===== src/rtl/hash_msg_feeder.sv =====
// Host-side message buffer that streams bytes to the hash core,
// then captures and checks the returned digest.
module hash_msg_feeder #(
   parameter int unsigned DEPTH   = 16,
   parameter int unsigned TIMEOUT = 255
) (
   input  logic        clk,
   input  logic        rst,
   input  logic        wr_valid,
   input  logic [7:0]  wr_data,
   output logic        wr_ready,
   input  logic        start,
   input  logic [31:0] expected,
   output logic        busy,
   output logic        M_valid,
   output logic [7:0]  M,
   output logic [63:0] C_in,
   input  logic        hash_ready,
   input  logic [31:0] digest,
   output logic        done,
   output logic        match,
   output logic        timeout,
   output logic [31:0] digest_q
);

   localparam int unsigned PW = $clog2(DEPTH);
   localparam int unsigned CW = PW + 1;
   localparam int unsigned TW = (TIMEOUT < 1) ? 1 : $clog2(TIMEOUT + 1);

   typedef enum logic [1:0] {
      S_IDLE,
      S_SEND,
      S_WAIT,
      S_REPORT
   } state_t;

   state_t        state_q, state_d;
   logic [7:0]    mem_q [DEPTH];
   logic          mem_we;
   logic [PW-1:0] wr_ptr_q, wr_ptr_d;
   logic [PW-1:0] rd_ptr_q, rd_ptr_d;
   logic [CW-1:0] count_q, count_d;
   logic [CW-1:0] left_q, left_d;
   logic [TW-1:0] wait_q, wait_d;
   logic [63:0]   c_in_q, c_in_d;
   logic          m_valid_q, m_valid_d;
   logic [7:0]    m_q, m_d;
   logic          match_q, match_d;
   logic          timeout_q, timeout_d;
   logic [31:0]   dig_q, dig_d;
   logic          wr_fire;
   logic [CW-1:0] eff_len;

   assign wr_ready = (state_q == S_IDLE) && (count_q < CW'(DEPTH));
   assign wr_fire  = wr_valid && wr_ready;
   assign eff_len  = count_q + CW'(wr_fire);

   assign busy     = (state_q != S_IDLE);
   assign done     = (state_q == S_REPORT);
   assign M_valid  = m_valid_q;
   assign M        = m_q;
   assign C_in     = c_in_q;
   assign match    = match_q;
   assign timeout  = timeout_q;
   assign digest_q = dig_q;

   always_comb begin
      state_d   = state_q;
      mem_we    = 1'b0;
      wr_ptr_d  = wr_ptr_q;
      rd_ptr_d  = rd_ptr_q;
      count_d   = count_q;
      left_d    = left_q;
      wait_d    = wait_q;
      c_in_d    = c_in_q;
      m_valid_d = 1'b0;
      m_d       = 8'h00;
      match_d   = match_q;
      timeout_d = timeout_q;
      dig_d     = dig_q;
      unique case (state_q)
         S_IDLE: begin
            if (wr_fire) begin
               mem_we   = 1'b1;
               wr_ptr_d = wr_ptr_q + 1'b1;
               count_d  = eff_len;
            end
            if (start && (eff_len != '0)) begin
               state_d   = S_SEND;
               c_in_d    = 64'(eff_len);
               m_valid_d = 1'b1;
               // an empty buffer means the first byte is the one arriving now
               m_d       = (count_q == '0) ? wr_data : mem_q[rd_ptr_q];
               rd_ptr_d  = rd_ptr_q + 1'b1;
               left_d    = eff_len - 1'b1;
            end
         end
         S_SEND: begin
            if (left_q != '0) begin
               m_valid_d = 1'b1;
               m_d       = mem_q[rd_ptr_q];
               rd_ptr_d  = rd_ptr_q + 1'b1;
               left_d    = left_q - 1'b1;
            end else begin
               state_d = S_WAIT;
               wait_d  = '0;
            end
         end
         S_WAIT: begin
            if (hash_ready) begin
               state_d   = S_REPORT;
               dig_d     = digest;
               match_d   = (digest == expected);
               timeout_d = 1'b0;
            end else if (wait_q == TW'(TIMEOUT)) begin
               state_d   = S_REPORT;
               dig_d     = 32'h0;
               match_d   = 1'b0;
               timeout_d = 1'b1;
            end else begin
               wait_d = wait_q + 1'b1;
            end
         end
         S_REPORT: begin
            state_d  = S_IDLE;
            count_d  = '0;
            wr_ptr_d = '0;
            rd_ptr_d = '0;
            c_in_d   = 64'h0;
         end
         default: state_d = S_IDLE;
      endcase
   end

   always_ff @(posedge clk) begin
      if (mem_we) begin
         mem_q[wr_ptr_q] <= wr_data;
      end
   end

   always_ff @(posedge clk or posedge rst) begin
      if (rst) begin
         state_q   <= S_IDLE;
         wr_ptr_q  <= '0;
         rd_ptr_q  <= '0;
         count_q   <= '0;
         left_q    <= '0;
         wait_q    <= '0;
         c_in_q    <= 64'h0;
         m_valid_q <= 1'b0;
         m_q       <= 8'h00;
         match_q   <= 1'b0;
         timeout_q <= 1'b0;
         dig_q     <= 32'h0;
      end else begin
         state_q   <= state_d;
         wr_ptr_q  <= wr_ptr_d;
         rd_ptr_q  <= rd_ptr_d;
         count_q   <= count_d;
         left_q    <= left_d;
         wait_q    <= wait_d;
         c_in_q    <= c_in_d;
         m_valid_q <= m_valid_d;
         m_q       <= m_d;
         match_q   <= match_d;
         timeout_q <= timeout_d;
         dig_q     <= dig_d;
      end
   end

endmodule


===== config.mk =====
export PLATFORM = sky130hd
export DESIGN_NAME = hash_msg_feeder
export DESIGN_NICKNAME = d
export VERILOG_FILES = /design/src/rtl/hash_msg_feeder.sv
export SDC_FILE = /design/constraint.sdc
export NUM_CORES = 1
export LEC_CHECK = 0
export CORE_MARGIN = 5
export CORE_UTILIZATION = 56
export CTS_CLUSTER_SIZE = 40
export DETAILED_ROUTE_END_ITERATION = 7
export GPL_TIMING_DRIVEN = 0
export PLACE_DENSITY = 0.86
export SYNTH_ARGS = -nofsm -noshare
export SYNTH_HDL_FRONTEND = slang
export SYNTH_SLANG_ARGS = --single-unit

===== constraint.sdc =====
create_clock -name clk -period 4.55 [get_ports clk]
set_clock_uncertainty 0.2 [all_clocks]
set_input_delay 0.6825 -clock clk [delete_from_list [all_inputs] [get_ports clk]]
set_output_delay 0.6825 -clock clk [all_outputs]
set_load 0.01 [all_outputs]

### After elaboration in Yosys (flattened, before gate mapping)

Memories as Yosys holds them, arrays and structs flattened.
Index checks and enable logic that the tools add are counted.

* bits of input ports: 77
* memories: 1
* word-level logic and storage cells: 90
* bits in writable memories: 128
* register bits: 135
* output and inout port bits: 110

Memories
* mem_q: depth 16, width 8, rd ports 1, clocked after memory_dff 0, write ports 1, line 38 `logic [7:0] mem_q [DEPTH];`

* equality and inequality tests: 12
* multiplexer cells: 38
* reduce and logical (&&, ||, !) cells: 20
* order comparisons: 1
* add/sub/neg operators: 6

Operators with widths (number)
* case mux 64 bit (2 select lines): 1
* 2-to-1 mux 32 bit: 2
* 2-to-1 mux 64 bit: 1
* 2-to-1 mux 8 bit: 6
* equality test 32 bit: 1
* case mux 8 bit (2 select lines): 2
* case mux 5 bit (2 select lines): 2
* 2-to-1 mux 5 bit: 3
* 2-to-1 mux 4 bit: 3
* case mux 4 bit (3 select lines): 1
* 2-to-1 mux 1 bit: 10
* inequality test 2 bit (second input constant): 5
* nonzero test 2 bit: 5
* nonzero test 5 bit: 2
* subtractor 5 x 1 -> 5 bit (second input constant): 2
* AND reduction 3 bit: 3
* adder 4 x 1 -> 4 bit (second input constant): 2
* adder 8 x 1 -> 8 bit (second input constant): 1
* equality test 8 bit (second input constant): 1
* 2-to-1 mux 2 bit: 4
* case mux 2 bit (4 select lines): 1
* case mux 4 bit (2 select lines): 1
* AND reduction 2 bit: 3
* adder 5 x 1 -> 5 bit: 1
* other kinds (11): 14

### Logic depth before layout (Yosys ltp)

Gate-level depths: netlist of the first run.

* depth after elaboration: 8
* depth in mapped cells: 12

### Worst setup path after synthesis of the first run

Ideal clock, no wire load.

* path type: flip-flop to flip-flop
* start point: register state_q[0]
* end point: register m_q[0] (netlist: M[0])
* path slack: 1.615 ns
* library setup time: 0.124 ns
* path buffers: 0
* stages on the path, launching flop included: 12
* data required time: 4.226 ns
* arrival: 2.611 ns
* period minus slack after synthesis: 2.935 ns
* path through: dfrtp_1 -> inv_1 -> ha_1 -> nand3b_1 -> clkinv_1 -> ha_1 -> ha_1 -> nor2_1 -> inv_1 -> o311ai_0 -> o21a_1 -> o2bb2ai_1

* cells in the longest elaborated chain, start to end: 8
* elaborated cells between the ends (all ways): 9

RTL lines
* from (decl): line 37 `state_t state_q, state_d;`
* from (signal assigned): line 156 `state_q <= state_d;`
* zero test 2 bit: line 54, 81
* logical AND 1 bit: line 54 `assign wr_ready = (state_q == S_IDLE) && (count_q < CW'(DEPTH));`
* logical AND 1 bit: line 55 `assign wr_fire = wr_valid && wr_ready;`
* adder 5 x 1 -> 5 bit: line 56 `assign eff_len = count_q + CW'(wr_fire);`
* nonzero test 5 bit: line 88 `if (start && (eff_len != '0)) begin`
* logical AND 1 bit: line 88
* 2-to-1 mux 8 bit: line 88
* case mux 8 bit (2 select lines) (*): line 81 `unique case (state_q)`
* net m_d[0]: line 47 `logic [7:0] m_q, m_d;`
* to (signal assigned): line 164 `m_q <= m_d;`
* to (decl): line 47

Mark *: on every way through the listed nets, which the timed path passes. The rest lies on a longest branch.
A chain may end at the register's enable or synchronous reset.

### Final worst setup path of the first run

* start point: register state_q[0]
* end point: register m_q[1] (netlist: M[1])

Same word-level chain as after synthesis.

==> impl_results.rst, run 1 <==
.. list-table::
   :header-rows: 1

   * - Metric
     - Value
   * - Outcome
     - finished clean
   * - Total GRT Usage
     - 0.237
   * - Number of different library cells in the post-synthesis netlist
     - 64
   * - Start of the worst register-to-register path
     - state_q[0]
   * - Upper clock frequency limit
     - approximately 270 MHz
   * - Post-synthesis cell type with the largest combined area
     - sky130_fd_sc_hd__edfxtp_1
   * - Combinational family with the most area after synthesis
     - multiplexers
   * - Placement Cell Area
     - ~11000 um2
   * - Top cell by count, worst path
     - sky130_fd_sc_hd__ha_1
   * - Simple-Gate Fraction of Synth Area
     - 0.0598
   * - Post-synth EDFFs
     - ~130
   * - Fin util
     - 0.723
   * - Most used flip-flop cell after synthesis
     - sky130_fd_sc_hd__edfxtp_1
   * - Dominant delay contributor by cell family on the critical path
     - compound AO/OA/AOI/OAI gates
   * - Critical path type
     - flip-flop to flip-flop
   * - Power Dens Cells
     - 566 nW/um2
   * - Period Utilization, post-route
     - 0.808
   * - Buffers added on ports
     - 127
   * - Routed vias
     - 6061
   * - CP Data Required Time
     - about 4.7 ns
   * - Vias in the first global route
     - approximately 6200
   * - Dominant cells by area after synthesis
     - sky130_fd_sc_hd__edfxtp_1, sky130_fd_sc_hd__dfrtp_1, sky130_fd_sc_hd__mux4_1, sky130_fd_sc_hd__buf_4, sky130_fd_sc_hd__mux4_2
   * - Clk Latency, worst-skew pair
     - between 0.5 and 0.6 ns
   * - Post-route standard cell area excluding fillers
     - 12000 um2
   * - VDD IR max
     - slightly below 0.0004 V
   * - Most common cell in the netlist
     - sky130_fd_sc_hd__edfxtp_1
   * - Die Ht
     - roughly 140 um
   * - Die area
     - 19600 um2
   * - Clock transition time at the flip-flop clock pins of the worst setup and hold paths
     - 0.07 ns
   * - Count of max-cap constraint violations
     - 0
   * - Routed length per instance
     - around 22 um
   * - HPWL after DPL
     - 16400 um
   * - Setup Buffers After CTS
     - 0
   * - Number of filler cells placed in the layout
     - between 1000 and 1500
   * - Width of the chip
     - about 140 um
   * - Remaining antenna violation count
     - 0
   * - Worst Max-Slew Pin Slew
     - 0.898 ns
   * - Min-Delay Path Class
     - primary input to asynchronous set/reset pin
   * - Cell area after synthesis
     - approximately 9500 um2
   * - Std cell rows
     - 47
   * - Critical Path, Cell by Cell
     - inv_1, ha_1, nand3b_1, clkinv_1, ha_1, ha_1, nor2_1, inv_1, o311ai_0, o21a_1, o2bb2ai_1
   * - Critical Path Sink Type
     - flip-flop
   * - Multiplexer fraction of the synthesized cell area
     - 0.120
   * - Boundary Pins
     - approximately 190
   * - Total of flip-flops plus latches after synthesis
     - 204
   * - Clk sink count
     - 204
   * - Post-cts resize count
     - 0
   * - Final worst path period need
     - between 3 and 4 ns
   * - CTS max path bufs
     - 3
   * - Crit start category
     - flip-flop
   * - Final Hold Fails
     - 0
   * - CP bufs+invs
     - 3
   * - Rel. slew slack
     - 0.398
   * - Data arrival at the endpoint of the critical path
     - 3.83 ns
   * - Area growth syn-to-layout
     - 26.8%
   * - Routed wire length
     - 23700 um
   * - Xor/xnor cell area share of the yosys netlist
     - 0.0371
   * - Detailed-route DRC error count
     - 0
   * - Post-Place Setup Slack
     - roughly 0.68 ns
   * - Number of standard cells after synthesis
     - 631
   * - Fraction of layout instances using a drive strength above 1
     - 0.165
   * - Endpoint of the worst-slack reg-to-reg timing path
     - M[1]
   * - Portion of synthesized cell area occupied by the leading cell type
     - 0.407
   * - FF-to-FF path depth
     - 11
   * - First-pass iteration count of the detailed router
     - 5
   * - Hold-fix buffer count after cts
     - 0
   * - Via-to-Cell Ratio
     - 5.63
   * - Cell at the root of the clock tree
     - sky130_fd_sc_hd__clkbuf_16
   * - Final WS setup
     - 0.872 ns
   * - Number of max-slew violations in the final report
     - 0
   * - Total area of multi-input combinational cells
     - 3200 um2
   * - Master of the slowest instance on the critical path
     - sky130_fd_sc_hd__o311ai_0
   * - Most frequent cells after synthesis
     - sky130_fd_sc_hd__edfxtp_1, sky130_fd_sc_hd__dfrtp_1, sky130_fd_sc_hd__buf_4, sky130_fd_sc_hd__a22o_1, sky130_fd_sc_hd__nor2_1
   * - Footprint of the flip-flops and latches
     - 5750 um2
   * - Violation count after the first detailed-routing iteration
     - between 500 and 600
   * - Worst R2R Setup Slack
     - roughly 0.87 ns
   * - Initial antenna violation count
     - 3
   * - Compound-cell area share of the yosys netlist
     - 0.0791
   * - First-pass GRT wire length
     - ~36000 um
   * - Area share of fa/ha/maj cells after synthesis
     - 0.0185
   * - Clock tree from TritonCTS
     - done
   * - Leakage
     - 4.78 nW
   * - Core Box Area
     - approximately 17000 um2
   * - Mean instance size in the synthesized netlist
     - 15.0 um2
   * - Last weighted congestion value of the routability-driven placer
     - a little over 0.9
   * - Final TNS setup
     - 0 ns
   * - Starting Density
     - 0.570
   * - Largest net degree at the start of global routing
     - 65
   * - Setup repair after global routing missed its margin
     - no
   * - Fraction of registers with async set or reset after synthesis
     - 0.373
   * - H-tree levels
     - 1
   * - Final Net Count
     - 931
   * - Sequential share of the synthesized area
     - 0.608
   * - Setup violation total in the final timing report
     - 0
   * - Cts bufs inserted
     - 21
   * - Warning count from the yosys run
     - 0
   * - Largest stage delay on the critical path
     - 0.68 ns
   * - Overflow left after global routing
     - 0
   * - Largest fanout on the critical path
     - 9
[state kept, by name (all words and copies together), names as in the netlist]
register	cells
wait_q	8
wr_ptr_q	4
M	8
left_q	5
count_q	5
timeout	1
state_q	2
mem_q	128
rd_ptr_q	4
match	1
C_in	5
M_valid	1
digest_q	32
[per-stage QoR]
step / power (W) / hold slack, ns / cells
floorplan: 0.00403 / 0.266 / 689
global placement: 0.00484 / 0.272 / 1036
detailed placement: 0.00493 / 0.282 / 1037
CTS: 0.00680 / 0.257 / 1074
global route: 0.00711 / 0.271 / 1077
finish: 0.00679 / 0.259 / 1077
[worst reg2reg max path, delay by kind of cell (launching register included)]
kind            cells  cell delay, ns
compound gates      3            1.29
fa+ha+maj           3            0.97
flops               1            0.38
buf+inv             3            0.38
simple gates        2            0.31
[area by class of cell]
class,count,share of cell area
inverters,23,0.00741
plain buffers,87,0.0538
flip-flops and latches,204,0.479
clock buffers,28,0.0478
clock inverters,9,0.0125
well taps,220,0.0230
repair buffers,128,0.108
multi-input cells,375,0.267
diodes,3,0.000626
[power breakdown]
group | switching, W | internal (W) | total, W
combinational | 0.00130 | 0.00125 | 0.00255
clock | 0.000694 | 0.00111 | 0.00181
sequential | 0.000166 | 0.00226 | 0.00242
total | 0.00217 | 0.00462 | 0.00679
[worst max path at each step]
stage	from	end	slack [ns]	cells after the start
2_1_floorplan	state_q[0]	M[0]	1.62	11
3_3_place_gp	rst	M[7]	0.39	2
3_5_place_dp	wr_valid	M[3]	0.68	10
4_1_cts	state_q[0]	M[3]	0.91	11
5_1_grt	state_q[0]	M[0]	0.66	11
6_report	state_q[0]	M[1]	0.87	11
[routing by layer]
layer  part of all wire  wire length, um  up-vias  global-route usage
met5                  0                0        -                   0
met1               0.37             8870     3022               0.296
li1                   -                -     2710                   -
met2               0.52            12300      292               0.419
met3              0.080             1900       37              0.0487
met4              0.026              615        0              0.0694
[kinds of logic after synthesis]
| family | count (synthesis) |
|---|---|
| xor gates and xnor gates | 40 |
| buffers and inverters | 110 |
| muxes | 55 |
| other | 1 |
| AOI/OAI and AO/OA | 101 |
| DFF | 204 |
| adders and majority gates | 14 |
| and+or+nand+nor | 106 |
[placed cells by master (no fill, tap or decap), types with 4 or more instances in the layout]
cell type and n:
sky130_fd_sc_hd__nor3_1 5, sky130_fd_sc_hd__a31oi_1 5, sky130_fd_sc_hd__clkbuf_1 17, sky130_fd_sc_hd__a22o_1 35, sky130_fd_sc_hd__mux4_2 21, sky130_fd_sc_hd__nand3_1 9, sky130_fd_sc_hd__mux2_1 7, sky130_fd_sc_hd__mux4_1 19
sky130_fd_sc_hd__a21oi_1 11, sky130_fd_sc_hd__nand4_1 5, sky130_fd_sc_hd__o2bb2ai_1 8, sky130_fd_sc_hd__edfxtp_1 128, sky130_fd_sc_hd__clkbuf_16 22, sky130_fd_sc_hd__dfrtp_1 76, sky130_fd_sc_hd__ha_1 14, sky130_fd_sc_hd__inv_1 12
sky130_fd_sc_hd__xor2_1 18, sky130_fd_sc_hd__and3_1 7, sky130_fd_sc_hd__and2_1 13, sky130_fd_sc_hd__clkdlybuf4s50_1 127, sky130_fd_sc_hd__o21ai_0 19, sky130_fd_sc_hd__xnor2_1 22, sky130_fd_sc_hd__buf_2 5, sky130_fd_sc_hd__nor2_1 29
sky130_fd_sc_hd__nand2_1 12, sky130_fd_sc_hd__nor4_1 6, sky130_fd_sc_hd__buf_4 63, sky130_fd_sc_hd__bufinv_16 4, sky130_fd_sc_hd__clkinv_1 11, sky130_fd_sc_hd__conb_1 59, sky130_fd_sc_hd__mux2i_1 6
No activity file was read; power rests on OpenSTA's default activity.
==> inputs of run 2 (changes only) <==
- CORE_UTILIZATION: 56 -> 47
- PLACE_DENSITY: 0.86 -> 0.77
- clock period: 4.55 -> 3 ns (I/O delays scaled with it)
==> impl_results.rst, run 2 (synthesis results as in run 1) <==
.. list-table::
   :header-rows: 1

   * - Metric
     - Value
   * - Flip-flop count of the largest register after layout
     - 128
   * - Area growth syn-to-layout
     - 28.8%
   * - Placement Cell Area
     - about 11000 um2
   * - Die Ht
     - 152 um
   * - Upper clock frequency limit
     - 348 MHz
   * - Last weighted congestion value of the routability-driven placer
     - between 0.8 and 0.9
   * - Initial antenna violation count
     - 1
   * - Rel. slew slack
     - 0.397
   * - Largest net degree at the start of global routing
     - 52
   * - Width of the chip
     - 152 um
   * - Routed vias
     - ~6000
   * - Vias in the first global route
     - 5896
   * - Core Box Area
     - 19700 um2
   * - Number of max-slew violations in the final report
     - 0
   * - Detailed-route DRC error count
     - 0
   * - Hold-fix buffer count after cts
     - 0
   * - Master of the slowest instance on the critical path
     - sky130_fd_sc_hd__dfrtp_1
   * - FF-to-FF path depth
     - 12
   * - Total GRT Usage
     - 0.199
   * - Cts bufs inserted
     - 22
   * - Boundary Pins
     - 187
   * - Register with the highest flop count
     - mem_q
   * - Clock transition time at the flip-flop clock pins of the worst setup and hold paths
     - 0.06 ns
   * - HPWL after DPL
     - 16500 um
   * - Worst R2R Setup Slack
     - 0.13 ns
   * - Overflow left after global routing
     - 0
   * - Routed wire length
     - between 20000 and 25000 um
   * - CTS max path bufs
     - 3
   * - Routed length per instance
     - 20.9 um
   * - Die area
     - between 20000 and 25000 um2
   * - Buffers added on ports
     - 127
   * - Clock tree from TritonCTS
     - done
   * - Remaining antenna violation count
     - 0
   * - Leading cell types in the layout, fill and taps excluded
     - sky130_fd_sc_hd__edfxtp_1, sky130_fd_sc_hd__clkdlybuf4s50_1, sky130_fd_sc_hd__dfrtp_1, sky130_fd_sc_hd__buf_4, sky130_fd_sc_hd__conb_1
   * - Fraction of layout instances using a drive strength above 1
     - 0.187
   * - Total area of multi-input combinational cells
     - 3280 um2
   * - Largest stage delay on the critical path
     - 0.42 ns
   * - Critical Path Sink Type
     - flip-flop
   * - Clk sink count
     - 204
   * - H-tree levels
     - 1
   * - Final worst path period need
     - 2.87 ns
   * - First-pass GRT wire length
     - 36000 um
   * - Critical Path, Cell by Cell
     - inv_2, ha_4, nand3b_1, inv_4, ha_2, ha_4, nor2_1, o211ai_1, o32ai_2, buf_4, nor2_4, mux2_1
   * - Final Net Count
     - between 900 and 1000
   * - Crit start category
     - flip-flop
   * - Final Hold Fails
     - 0
   * - Violation count after the first detailed-routing iteration
     - 424
   * - Count of max-cap constraint violations
     - 0
   * - Top cell by count, worst path
     - sky130_fd_sc_hd__ha_4
   * - VDD IR max
     - 0.000480 V
   * - CP Data Required Time
     - between 3 and 4 ns
   * - Via-to-Cell Ratio
     - roughly 5.3
   * - Endpoint of the worst-slack reg-to-reg timing path
     - C_in[1]
   * - Power Dens Cells
     - 848 nW/um2
   * - Start of the worst register-to-register path
     - state_q[1]
   * - Setup violation total in the final timing report
     - 0
   * - Footprint of the flip-flops and latches
     - 5750 um2
   * - Post-route standard cell area excluding fillers
     - 12200 um2
   * - Cell at the root of the clock tree
     - sky130_fd_sc_hd__clkbuf_16
   * - Clk Latency, worst-skew pair
     - 0.51 ns
   * - Period Utilization, post-route
     - 0.957
   * - Fin util
     - 0.620
   * - First-pass iteration count of the detailed router
     - 5
   * - Largest fanout on the critical path
     - 7
   * - Number of filler cells placed in the layout
     - about 1500
   * - Min-Delay Path Class
     - primary input to asynchronous set/reset pin
   * - Leakage
     - 4.82 nW
   * - Most frequent standard cell in the layout excluding fill and tap cells
     - sky130_fd_sc_hd__edfxtp_1
   * - Starting Density
     - 0.481
   * - Critical path type
     - flip-flop to flip-flop
   * - Data arrival at the endpoint of the critical path
     - a little over 3 ns
   * - Std cell rows
     - 51
   * - Outcome
     - finished clean
   * - Worst Max-Slew Pin Slew
     - approximately 0.90 ns
[run 2: per-stage QoR]
stage          TNS (ns)  total power (W)  cells  hold WS, ns  setup slack [ns]
2_1_floorplan         0          0.00611    689        0.266            0.0651
3_5_place_dp     -12.29          0.00751   1082        0.271            -0.745
3_3_place_gp     -89.79          0.00741   1081        0.268             -1.05
6_report              0           0.0103   1132       0.0774             0.130
4_1_cts               0           0.0103   1126       0.0868            0.0215
5_1_grt         -0.0204           0.0108   1132       0.0927          -0.00720
[run 2: where the power goes]
part	leakage (nW)	internal, W	total (W)	switching, W
combinational	2.35	0.00202	0.00400	0.00198
clock	0.345	0.00157	0.00263	0.00106
sequential	2.13	0.00342	0.00369	0.000262
total	4.82	0.00702	0.0103	0.00331
[run 2: cell type report]
class / count / area share
Inverter: 23 / 0.00750
Sequential cell: 204 / 0.472
Multi-Input combinational cell: 375 / 0.269
Tap cell: 265 / 0.0272
Timing Repair Buffer: 137 / 0.112
Clock buffer: 33 / 0.0528
Antenna cell: 1 / 0.000206
Clock inverter: 7 / 0.00586
Buffer: 87 / 0.0529
[run 2: worst max-delay path by stage]
stage / startpoint / to / slack (ns) / depth (start not counted)
floorplan: state_q[0] / M[0] / 0.07 / 11
global placement: rst / M[4] / -1.05 / 2
detailed placement: wr_valid / M[4] / -0.74 / 10
CTS: state_q[1] / C_in[3] / 0.02 / 12
global route: state_q[1] / C_in[0] / -0.007 / 12
finish: state_q[1] / C_in[1] / 0.13 / 12
[run 2: repair_timing]
item                       CTS  global route
buffers inserted             4             5
pin swaps                    1             2
resized for setup           15             4
setup endpoints to repair   33            24
[run 2: critical path: cells and delay by family, from the launching register on]
family / cells / cell delay (ns)
and+or+nand+nor: 3 / 0.36
buffers and inverters: 3 / 0.45
AOI/OAI and AO/OA: 2 / 0.39
adders and majority gates: 3 / 0.62
DFF: 1 / 0.42
muxes: 1 / 0.31
[run 2: layer usage]
layer  routed length [um]  vias to the layer above  global-route usage
met2                12100                      271               0.352
met1                 9010                     2965               0.245
met4                  455                        0              0.0492
met5                    0                        -                   0
li1                     -                     2731                   -
met3                 2060                       29              0.0542
